--- src/rtl/bus_group_pkg.sv ---
// Shared types and helpers for the bus group arbiter.
// Optional feature macro used by the top: BUS_GROUP_ARB_TIMEOUT_EN.
package bus_group_pkg;

    typedef enum logic [1:0] {
        IDLE     = 2'd0,
        REQ      = 2'd1,
        WAIT_RSP = 2'd2
    } state_e;

    // Widest requester set the helpers below handle.
    localparam int MAX_MST = 8;

    // Data returned to the requester when the downstream never answers.
    localparam logic [31:0] ERR_DATA_DEF = 32'hDEAD_BEEF;

    // One-hot to binary index; an all-zero vector maps to 0.
    function automatic logic [2:0] oh2idx(input logic [MAX_MST-1:0] oh);
        logic [2:0] idx;
        idx = '0;
        for (int i = 0; i < MAX_MST; i++) begin
            if (oh[i]) idx = 3'(i);
        end
        return idx;
    endfunction

endpackage

--- src/rtl/bus_group_rr_pick.sv ---
// Combinational round-robin picker: first set request strictly after ptr,
// wrapping around, so the requester at ptr gets the lowest priority.
module bus_group_rr_pick #(
    parameter  int N_MST = 4,
    localparam int PW    = $clog2(N_MST)
) (
    input  logic [N_MST-1:0] req,
    input  logic [PW-1:0]    ptr,
    output logic [N_MST-1:0] grant,
    output logic             any
);

    logic [PW-1:0] idx;

    // Walk ptr+1 .. ptr+N_MST (mod N_MST) and keep the first hit.
    always_comb begin
        grant = '0;
        any   = 1'b0;
        idx   = '0;
        for (int i = 1; i <= N_MST; i++) begin
            idx = PW'((int'(ptr) + i) % N_MST);
            if (!any && req[idx]) begin
                grant[idx] = 1'b1;
                any        = 1'b1;
            end
        end
    end

endmodule

--- src/rtl/bus_group_arbiter.sv ---
// Round-robin arbiter sharing one downstream request/response channel among
// N_MST requesters. Grant is held from acceptance until the response pulse.
// Optional feature macro: BUS_GROUP_ARB_TIMEOUT_EN adds a response timeout
// and the o_timeout port.
module bus_group_arbiter
    import bus_group_pkg::*;
#(
    parameter int             N_MST     = 4,
    parameter int             DW        = 32,
    parameter int             TO_CYCLES = 256,
    parameter logic [DW-1:0]  ERR_DATA  = DW'(ERR_DATA_DEF)
) (
    input  logic                i_clk,
    input  logic                i_rst,
    input  logic [N_MST-1:0]    i_m_valid,
    output logic [N_MST-1:0]    o_m_ready,
    input  logic [N_MST*DW-1:0] i_m_data,
    output logic [DW-1:0]       o_m_data,
    output logic [N_MST-1:0]    o_m_resp,
    output logic                o_s_valid,
    input  logic                i_s_ready,
    output logic [DW-1:0]       o_s_data,
    input  logic [DW-1:0]       i_s_data,
    input  logic                i_s_resp,
    output logic [N_MST-1:0]    o_grant,
    output logic                o_busy
`ifdef BUS_GROUP_ARB_TIMEOUT_EN
    ,
    output logic                o_timeout
`endif
);

    localparam int PW = $clog2(N_MST);

    state_e            state, state_nxt;
    logic [N_MST-1:0]  grant_q, grant_nxt;
    logic [PW-1:0]     ptr_q, ptr_nxt;
    logic [DW-1:0]     hold_q, hold_nxt;
    logic [N_MST-1:0]  pick_oh;
    logic              pick_any;
    logic [DW-1:0]     req_mux;
    logic              to_hit;

    bus_group_rr_pick #(.N_MST(N_MST)) u_pick (
        .req   (i_m_valid),
        .ptr   (ptr_q),
        .grant (pick_oh),
        .any   (pick_any)
    );

    // AND-OR mux of the granted requester's data (grant is one-hot or zero).
    always_comb begin
        req_mux = '0;
        for (int k = 0; k < N_MST; k++) begin
            if (grant_q[k]) req_mux = req_mux | i_m_data[k*DW +: DW];
        end
    end

`ifdef BUS_GROUP_ARB_TIMEOUT_EN
    localparam int CW = $clog2(TO_CYCLES) + 1;

    logic [CW-1:0] to_cnt;

    // Cycles spent in WAIT_RSP; cleared on the handshake that enters it.
    always_ff @(posedge i_clk) begin
        if (i_rst) begin
            to_cnt <= '0;
        end else if (state == REQ && i_s_ready) begin
            to_cnt <= '0;
        end else if (state == WAIT_RSP) begin
            to_cnt <= to_cnt + 1'b1;
        end
    end

    // A real response in the expiry cycle takes precedence over the timeout.
    assign to_hit    = (state == WAIT_RSP) && !i_s_resp && (to_cnt == CW'(TO_CYCLES - 1));
    assign o_timeout = to_hit;
`else
    // Feature compiled out: WAIT_RSP never expires. TO_CYCLES is only
    // referenced so the same parameter set elaborates in both builds.
    assign to_hit = (TO_CYCLES < 0);
`endif

    // State, grant, rr pointer and held response data registers.
    always_ff @(posedge i_clk) begin
        if (i_rst) begin
            state   <= IDLE;
            grant_q <= '0;
            ptr_q   <= PW'(N_MST - 1);
            hold_q  <= '0;
        end else begin
            state   <= state_nxt;
            grant_q <= grant_nxt;
            ptr_q   <= ptr_nxt;
            hold_q  <= hold_nxt;
        end
    end

    // Next-state logic and combinational channel outputs.
    always_comb begin
        state_nxt = state;
        grant_nxt = grant_q;
        ptr_nxt   = ptr_q;
        hold_nxt  = hold_q;
        o_s_valid = 1'b0;
        o_s_data  = '0;
        o_m_ready = '0;
        o_m_resp  = '0;
        o_m_data  = hold_q;
        case (state)
            IDLE: begin
                if (pick_any) begin
                    grant_nxt = pick_oh;
                    state_nxt = REQ;
                end
            end
            REQ: begin
                // A response pulse here is ignored: it must arrive in WAIT_RSP.
                o_s_valid = 1'b1;
                o_s_data  = req_mux;
                o_m_ready = grant_q & {N_MST{i_s_ready}};
                if (i_s_ready) state_nxt = WAIT_RSP;
            end
            WAIT_RSP: begin
                if (i_s_resp || to_hit) begin
                    o_m_resp  = grant_q;
                    o_m_data  = i_s_resp ? i_s_data : ERR_DATA;
                    hold_nxt  = o_m_data;
                    ptr_nxt   = PW'(oh2idx(MAX_MST'(grant_q)));
                    grant_nxt = '0;
                    state_nxt = IDLE;
                end
            end
            default: begin
                grant_nxt = '0;
                state_nxt = IDLE;
            end
        endcase
    end

    assign o_grant = grant_q;
    assign o_busy  = (state != IDLE);

endmodule

--- config.mk ---
export PLATFORM = sky130hd
export DESIGN_NAME = bus_group_arbiter
export DESIGN_NICKNAME = d
export VERILOG_FILES = /design/src/rtl/bus_group_pkg.sv /design/src/rtl/bus_group_rr_pick.sv /design/src/rtl/bus_group_arbiter.sv
export SDC_FILE = /design/constraint.sdc
export NUM_CORES = 1
export LEC_CHECK = 0
export BUFFER_PORTS_ARGS = -buffer_cell sky130_fd_sc_hd__buf_4
export CELL_PAD_IN_SITES_DETAIL_PLACEMENT = 0
export CELL_PAD_IN_SITES_GLOBAL_PLACEMENT = 1
export CORE_MARGIN = 5
export CORE_UTILIZATION = 24
export DETAILED_ROUTE_END_ITERATION = 7
export PLACE_DENSITY_LB_ADDON = 0.1
export SYNTH_ARGS = -nofsm -noshare
export SYNTH_HDL_FRONTEND = slang
export SYNTH_SLANG_ARGS = --single-unit
--- constraint.sdc ---
create_clock -name i_clk -period 2.08 [get_ports i_clk]
set_input_delay 0.104 -clock i_clk [delete_from_list [all_inputs] [get_ports i_clk]]
set_output_delay 0.104 -clock i_clk [all_outputs]
set_load 0.01 [all_outputs]
==> metrics.md, run 1 <==
| Metric | Value |
|---|---|
| Comb power frac | `33.2%` |
| Clk Tree Root Cell | `clkbuf_16` |
| Post-CTS Resized | `0` |
| Worst min path class | `in -> reg` |
| N_diodes | `0` |
| Post-CTS Hold Buffers | `0` |
| Setup crit end kind | `flip-flop` |
| Outcome | `finished clean` |
| Maximum vdd drop | `0.000326 V` |
| Setup CP Type | `reg -> reg` |
| Fin. max-slew vios | `0` |
| TNS Setup | `0 ns` |
| Largest family of logic cells by synthesized area | `compound AO/OA/AOI/OAI gates` |
| Total track usage | `16.4%` |
| Synthesis warning total | `0` |
| Worst skew pair latency | `0.28 ns` |
| Synth Area in Adders | `3.64%` |
| Period utilisation layout | `about nine tenths` |
| Largest delay contributor family on the critical path | `compound AO/OA/AOI/OAI gates` |
| Pre-Repair DR Iteration Count | `4` |
| CTS clk-pin slew, worst paths | `about 0.06 ns` |
| Sequential Power Share | `31.4%` |
| Minimum clock period | `1.86 ns` |
| Final Net Count | `between 700 and 800` |
| R2R cell count | `6` |
| Post-route ant nets | `0` |
| CP peak stage delay | `about 0.40 ns` |
| Vias in the first global route | `roughly 3400` |
| Place WS | `about 0.21 ns` |
| CTS Buf Count | `5` |
| GRT Residual Overflow | `0` |
| Slowest stage cell, crit path | `mux4_2` |
| Sw Share | `between 20 and 30%` |
| Yosys cell types | `32` |
| Die footprint | `approximately 14000 sq um` |
| Hold Path Cell Cnt | `4` |
| Cell chain of the critical path | `inv_1 > ha_1 > mux4_2 > a21oi_1 > a311oi_1 > a221o_1` |
| Port Buffers | `245` |
| Layout cells sized above 1 | `44.2%` |
| Lkg Pwr | `approximately 2.4 nW` |
| Final setup fails | `0` |
| Clock tree buffer depth | `2` |
| Placer Congestion | `slightly below 0.9` |
| Switching power | `about 740 uW` |
| First-pass GRT wire length | `about 18 mm` |
| Initial Util | `roughly a quarter` |
| Int Pwr | `approximately 1.8 mW` |
| Syn nets | `roughly 560` |
| Largest net degree at the start of global routing | `39` |
| Drt wl/cell | `between 15 and 20 um` |
| Filler instances | `approximately 1200` |
| Max Cap Violations | `0` |
| Setup ws final | `0.218 ns` |
| Die Y | `about 120 um` |
| DP HPWL | `10.1 mm` |
| Hold Vio Cnt, Final | `0` |
| Residual DRC | `0` |
| Synth Area in XOR/XNOR | `0%` |
| Vias/cell | `4.75` |
| Buf/Inv on CP | `1` |
| # IOs | `around 250` |
| Fmax | `about 0.54 GHz` |
| Initial DRC count | `190` |
| Number of synthesized register bits | `40` |
| Clock network fraction of design power | `between 30% and 40%` |
| Slew margin rel. | `about three fifths` |
| Placed inst area | `approximately 4700 sq um` |
| RSZ-0062 raised after global routing | `false` |
| Compound-gate portion of the synthesized area | `between 30 and 40%` |
| Placeable core region | `between 10000 and 15000 sq um` |
| Chip Width | `around 120 um` |
| Simple-Gate Fraction of Synth Area | `approximately 28%` |
| Power density cells | `between 500 and 600 nW/um^2` |
| Worst path arrival time | `just over 2 ns` |
| Crit path required time | `about 2.3 ns` |
| Cells after Synth | `a little under 400` |
| CP Depth | `6` |
| Mux cell area share after synthesis | `around 3.5%` |
| CTS sink cnt | `40` |
| Worst Tran Pin Value | `0.587 ns` |
| Post-Syn Area | `between 2000 and 3000 sq um` |
| Synthesized area per cell | `a little over 7 sq um` |
| Initial antenna violation count | `0` |
| CTS tree | `done` |
| Crit start category | `flip-flop` |
| Vias | `3623` |
| WL final | `approximately 13 mm` |
| Post-CTS setup buffers | `0` |
| Post-synthesis sequential area ratio | `just under 30%` |
| Syn-to-layout area delta | `78.7%` |
| # rows | `39` |
| Post-Layout Inst Area | `around 4900 sq um` |
| H-tree lvl count | `2` |
| Critical path fanouts, max | `8` |
| Final Skew | `0.00440 ns` |
## worst min-delay path, cell delays in order
cell,delay [ns]
buf_4,0.09
nor2_1,0.03
nand2_1,0.07
a21oi_1,0.06
## metrics by stage
step	power [mW]	instances	util [%]	hold slack [ns]
after detailed placement	1.67	755	41.9	0.417
after global routing	2.68	763	43.4	0.154
after floorplan	1.19	385	-	0.293
final	2.55	763	43.4	0.126
after global placement	1.66	755	41.9	0.416
after CTS	2.58	763	43.4	0.117
## final cells by class
cell class | count | area [sq um] | share of cell area [%]
Clock inverter | 3 | 46.3 | 0.942
Timing Repair Buffer | 259 | 1940 | 39.6
Clock buffer | 5 | 125 | 2.55
Inverter | 8 | 30.0 | 0.611
Tap cell | 143 | 179 | 3.64
Multi-Input combinational cell | 305 | 1790 | 36.4
Sequential cell | 40 | 801 | 16.3
## registers in the layout, summed over array words and instances, names as in the netlist
signal,count
o_grant,4
ptr_q,2
state,2
hold_q,32
## cell families (layout without fill, tap and decap cells)
logic type      after synthesis  count (layout)
buf+inv                      40             275
simple gates                169             169
compound gates              122             122
flops                        40              40
mux                           6               6
fa+ha+maj                     8               8
## per-layer routing
layer	wire [um]	global-route usage, %	share of wire (%)
met2	6340	28.4	49
met1	5190	19.8	40
met5	0	0	0
met3	1120	5.24	8.7
met4	215	3.82	1.7
## cell usage in the layout, fill, tap and decap left out
cell type	instances
a211o_1	1
a21oi_1	39
a21oi_2	1
a221o_1	4
a22oi_1	64
a311oi_1	4
and2_1	2
and3b_1	1
buf_4	259
bufinv_16	1
clkbuf_16	5
clkinvlp_4	1
dfxtp_1	40
ha_1	8
inv_1	7
inv_2	1
inv_6	1
mux2_4	2
mux2i_1	2
mux2i_4	1
mux4_2	1
nand2_1	103
nand2b_1	1
nand3b_1	1
nor2_1	15
nor2b_1	37
nor3_1	3
nor3b_1	3
nor4_1	1
o211ai_1	4
o21ai_0	4
o21bai_1	1
or2_2	1
or4_1	1
## power groups by stage
stage / clock, mW / combinational [mW] / sequential (mW)
after floorplan: 0 / 0.368 / 0.822
after global placement: 0 / 0.847 / 0.817
after detailed placement: 0 / 0.851 / 0.818
after CTS: 0.931 / 0.853 / 0.800
after global routing: 0.960 / 0.921 / 0.803
final: 0.904 / 0.848 / 0.800
## synth_stat cells
master | number | area [sq um]
buf_2 | 2 | 10.0
inv_1 | 7 | 26.3
dfxtp_1 | 40 | 801
nor4_1 | 1 | 6.26
nand2_1 | 103 | 387
mux2_4 | 2 | 30.0
buf_6 | 1 | 11.3
nor2b_1 | 37 | 231
a211o_1 | 1 | 8.76
clkbuf_1 | 29 | 109
inv_2 | 1 | 3.75
o211ai_1 | 4 | 30.0
o21bai_1 | 1 | 7.51
and3b_1 | 1 | 8.76
nand3b_1 | 1 | 7.51
mux4_2 | 1 | 22.5
a21oi_1 | 39 | 195
nand2b_1 | 1 | 6.26
or4_1 | 1 | 7.51
ha_1 | 8 | 100
mux2i_1 | 2 | 20.0
or2_2 | 1 | 6.26
mux2i_4 | 1 | 22.5
nor2_1 | 15 | 56.3
a311oi_1 | 4 | 35.0
a21oi_2 | 1 | 8.76
o21ai_0 | 4 | 20.0
and2_1 | 2 | 12.5
a22oi_1 | 64 | 480
nor3_1 | 3 | 15.0
nor3b_1 | 3 | 22.5
a221o_1 | 4 | 40.0
## path summary, 6_finish.rpt
kind / from / to / slack, ns
max: ptr_q[1]$_SDFFE_PP1P_ / o_grant[1]$_SDFFE_PP0P_ / 0.22
min: i_s_resp / state[1]$_SDFFE_PP0P_ / 0.13
max reg2reg: ptr_q[1]$_SDFFE_PP1P_ / o_grant[1]$_SDFFE_PP0P_ / 0.22
min reg2reg: state[1]$_SDFFE_PP0P_ / state[0]$_SDFFE_PP0P_ / 0.53
Note: power is estimated with default switching activity, not from simulation.
==> run 2, diff against run 1 <==
--- a/config.mk
+++ b/config.mk
@@ -5,11 +5,13 @@
 export SDC_FILE = /design/constraint.sdc
 export NUM_CORES = 1
 export LEC_CHECK = 0
+export ABC_AREA = 1
 export BUFFER_PORTS_ARGS = -buffer_cell sky130_fd_sc_hd__buf_4
+export CAP_MARGIN = 20
 export CELL_PAD_IN_SITES_DETAIL_PLACEMENT = 0
 export CELL_PAD_IN_SITES_GLOBAL_PLACEMENT = 1
 export CORE_MARGIN = 5
-export CORE_UTILIZATION = 24
+export CORE_UTILIZATION = 26
 export DETAILED_ROUTE_END_ITERATION = 7
 export PLACE_DENSITY_LB_ADDON = 0.1
 export SYNTH_ARGS = -nofsm -noshare
==> metrics.md, run 2 <==
| Metric | Value |
|---|---|
| Outcome | `finished clean` |
| R2R Setup Slk | `about 0.26 ns` |
| CTS tree | `done` |
| CTS Buf Count | `5` |
| Worst path arrival time | `around 1.8 ns` |
| H-tree lvl count | `2` |
| Vias in the first global route | `3953` |
| Layout cells sized above 1 | `46.7%` |
| Slowest stage cell, crit path | `inv_2` |
| Clock tree buffer depth | `2` |
| Drt wl/cell | `16.0 um` |
| Port Buffers | `approximately 250` |
| Number of flops mapped to enable cells by yosys | `0` |
| Syn nets | `632` |
| Commonest cells in the synthesized netlist | `82 x inv_1, 51 x nor2_1, 40 x dfxtp_1` |
| Pre-Repair DR Iteration Count | `4` |
| Max Cap Violations | `0` |
| Vias | `about 3900` |
| Post-Syn Area | `around 3200 sq um` |
| Power density cells | `a little over 500 nW/um^2` |
| Setup ws final | `between 0.2 and 0.25 ns` |
| Most area-hungry cell type in the Yosys netlist | `dfxtp_1` |
| Initial Util | `between 20% and 30%` |
| Hold Slack | `between 0.08 and 0.09 ns` |
| Critical path fanouts, max | `37` |
| Clk Tree Root Cell | `clkbuf_16` |
| R2R cell count | `11` |
| Synth top area cells | `dfxtp_1 25%, inv_1 9.7%, a221oi_1 8.8%` |
| CTS clk-pin slew, worst paths | `roughly 0.060 ns` |
| Top cell type's share of synthesized area | `about a quarter` |
| Post-CTS setup buffers | `0` |
| Ys flop type | `dfxtp_1` |
| Number of synthesized register bits | `40` |
| Setup CP Type | `reg -> out` |
| Placeable core region | `around 12000 sq um` |
| Residual DRC | `0` |
| Capture point of the worst path | `o_m_ready[2]` |
| Worst skew pair latency | `0.28 ns` |
| Minimum clock period | `around 1.9 ns` |
| Ys async rst share | `0%` |
| Largest net degree at the start of global routing | `49` |
| Synthesized area per cell | `6.96 sq um` |
| N_diodes | `0` |
| First-pass GRT wire length | `~20 mm` |
| Final Skew | `~0.0046 ns` |
| Yosys cell types | `26` |
| Post-synthesis sequential area ratio | `about a quarter` |
| Slew margin rel. | `52.7%` |
| CP peak stage delay | `about 0.37 ns` |
| Top reg by flops | `hold_q` |
| Syn-to-layout area delta | `68.3%` |
| TNS Setup | `0 ns` |
| RSZ-0062 raised after global routing | `false` |
| Final setup fails | `0` |
| Crit start category | `flip-flop` |
| Place WS | `just under 0.3 ns` |
| Crit path required time | `roughly 2.0 ns` |
| Post-CTS Hold Buffers | `0` |
| Reg-to-reg critical path endpoint | `o_grant[0]$_SDFFE_PP0P_` |
| Die footprint | `between 10000 and 15000 sq um` |
| Cell chain of the critical path | `inv_1 > nor2_1 > inv_2 > nor3_1 > buf_4` |
| DP HPWL | `10.7 mm` |
| Critical Path Start | `state[0]$_SDFFE_PP0P_` |
| Post-route ant nets | `0` |
| Post-CTS Resized | `0` |
| Initial DRC count | `between 100 and 150` |
| Total track usage | `between 10% and 20%` |
| Period utilisation layout | `between 80% and 90%` |
| Final Net Count | `862` |
| Hold Path Cell Cnt | `3` |
| Cells after Synth | `approximately 460` |
| Reg-to-reg critical path startpoint | `ptr_q[0]$_SDFFE_PP1P_` |
| Most frequent cells in the layout | `254 x buf_4, 82 x inv_1, 51 x nor2_1, 40 x dfxtp_1, 34 x nand2_1` |
| # IOs | `~250` |
| Placer Congestion | `around 0.88` |
| Vias/cell | `approximately 4.7` |
| Initial antenna violation count | `0` |
| Largest register FFs | `32` |
| Die Y | `between 100 and 150 um` |
| Leading cell type in the layout, fill and taps excluded | `buf_4` |
| GRT Residual Overflow | `0` |
| Fin. max-slew vios | `0` |
| WL final | `between 10 and 15 mm` |
| Worst Tran Pin Value | `between 0.7 and 0.8 ns` |
| Setup crit end kind | `output pin` |
| # rows | `40` |
| Chip Width | `roughly 120 um` |
| Most repeated cell in the gate-level netlist after synthesis | `inv_1` |
| Lkg Pwr | `about 2.8 nW` |
| Placed Cells | `approximately 830` |
| CTS sink cnt | `40` |
| Non-Filler Instances | `approximately 830` |
| Hold Vio Cnt, Final | `0` |
| Fmax | `0.540 GHz` |
| Core Util, Final | `44.5%` |
| Worst min path class | `in -> reg` |
| Synthesis warning total | `0` |
| Maximum vdd drop | `a little over 0.0003 V` |
==> run 2: layout make-up <==
class                           instances  area [sq um]
Inverter                               86           323
Sequential cell                        40           801
Fill cell                            1245          6670
Timing Repair Buffer                  256          1950
Clock inverter                          3          46.3
Multi-Input combinational cell        297          1910
Clock buffer                            5           125
Tap cell                              147           184
==> run 2: worst min-delay path by stage <==
| stage | to | start | slack [ns] |
|---|---|---|---|
| 3_3_place_gp | state[1]$_SDFFE_PP0P_ | i_s_ready | 0.37 |
| 4_1_cts | hold_q[16]$_SDFF_PP0_ | i_s_data[16] | 0.08 |
| 2_1_floorplan | hold_q[0]$_SDFF_PP0_ | i_s_data[0] | 0.26 |
| 3_5_place_dp | state[1]$_SDFFE_PP0P_ | i_s_ready | 0.38 |
| 6_report | hold_q[16]$_SDFF_PP0_ | i_s_data[16] | 0.08 |
| 5_1_grt | hold_q[22]$_SDFF_PP0_ | i_s_data[22] | 0.09 |
==> run 2: routing by layer <==
metal | wire [um] | GRT usage [%] | vias to the layer above
li1 | - | - | 2003
met3 | 841 | 3.37 | 14
met1 | 5690 | 21.6 | 1756
met4 | 268 | 4.67 | 0
met5 | 0 | 0 | -
met2 | 6540 | 29.5 | 148
==> run 2: critical path, delay by kind of cell (launching register included) <==
| family | cells | cell delay [ns] |
|---|---|---|
| buf+inv | 3 | 0.57 |
| simple gates | 2 | 0.54 |
| flops | 1 | 0.34 |
==> run 2: cells by family (layout without fill, tap and decap cells) <==
family | Yosys count | after routing | share of synthesized area (%)
simple gates | 154 | 154 | 25.0
compound gates | 135 | 135 | 32.0
buf+inv | 119 | 350 | 14.6
flops | 40 | 40 | 25.2
fa+ha+maj | 8 | 8 | 3.15
==> run 2: where the power goes <==
part | internal [mW] | switching, mW | leakage [nW]
logic | 0.516 | 0.479 | 2.38
registers | 0.798 | 0.0120 | 0.324
clock network | 0.570 | 0.319 | 0.0804
==> run 2: through the flow <==
step	total power [mW]	cell area, sq um
floorplan	1.33	3170
global placement	1.82	5170
detailed placement	1.83	5170
CTS	2.73	5340
global route	2.85	5340
finish	2.69	5340
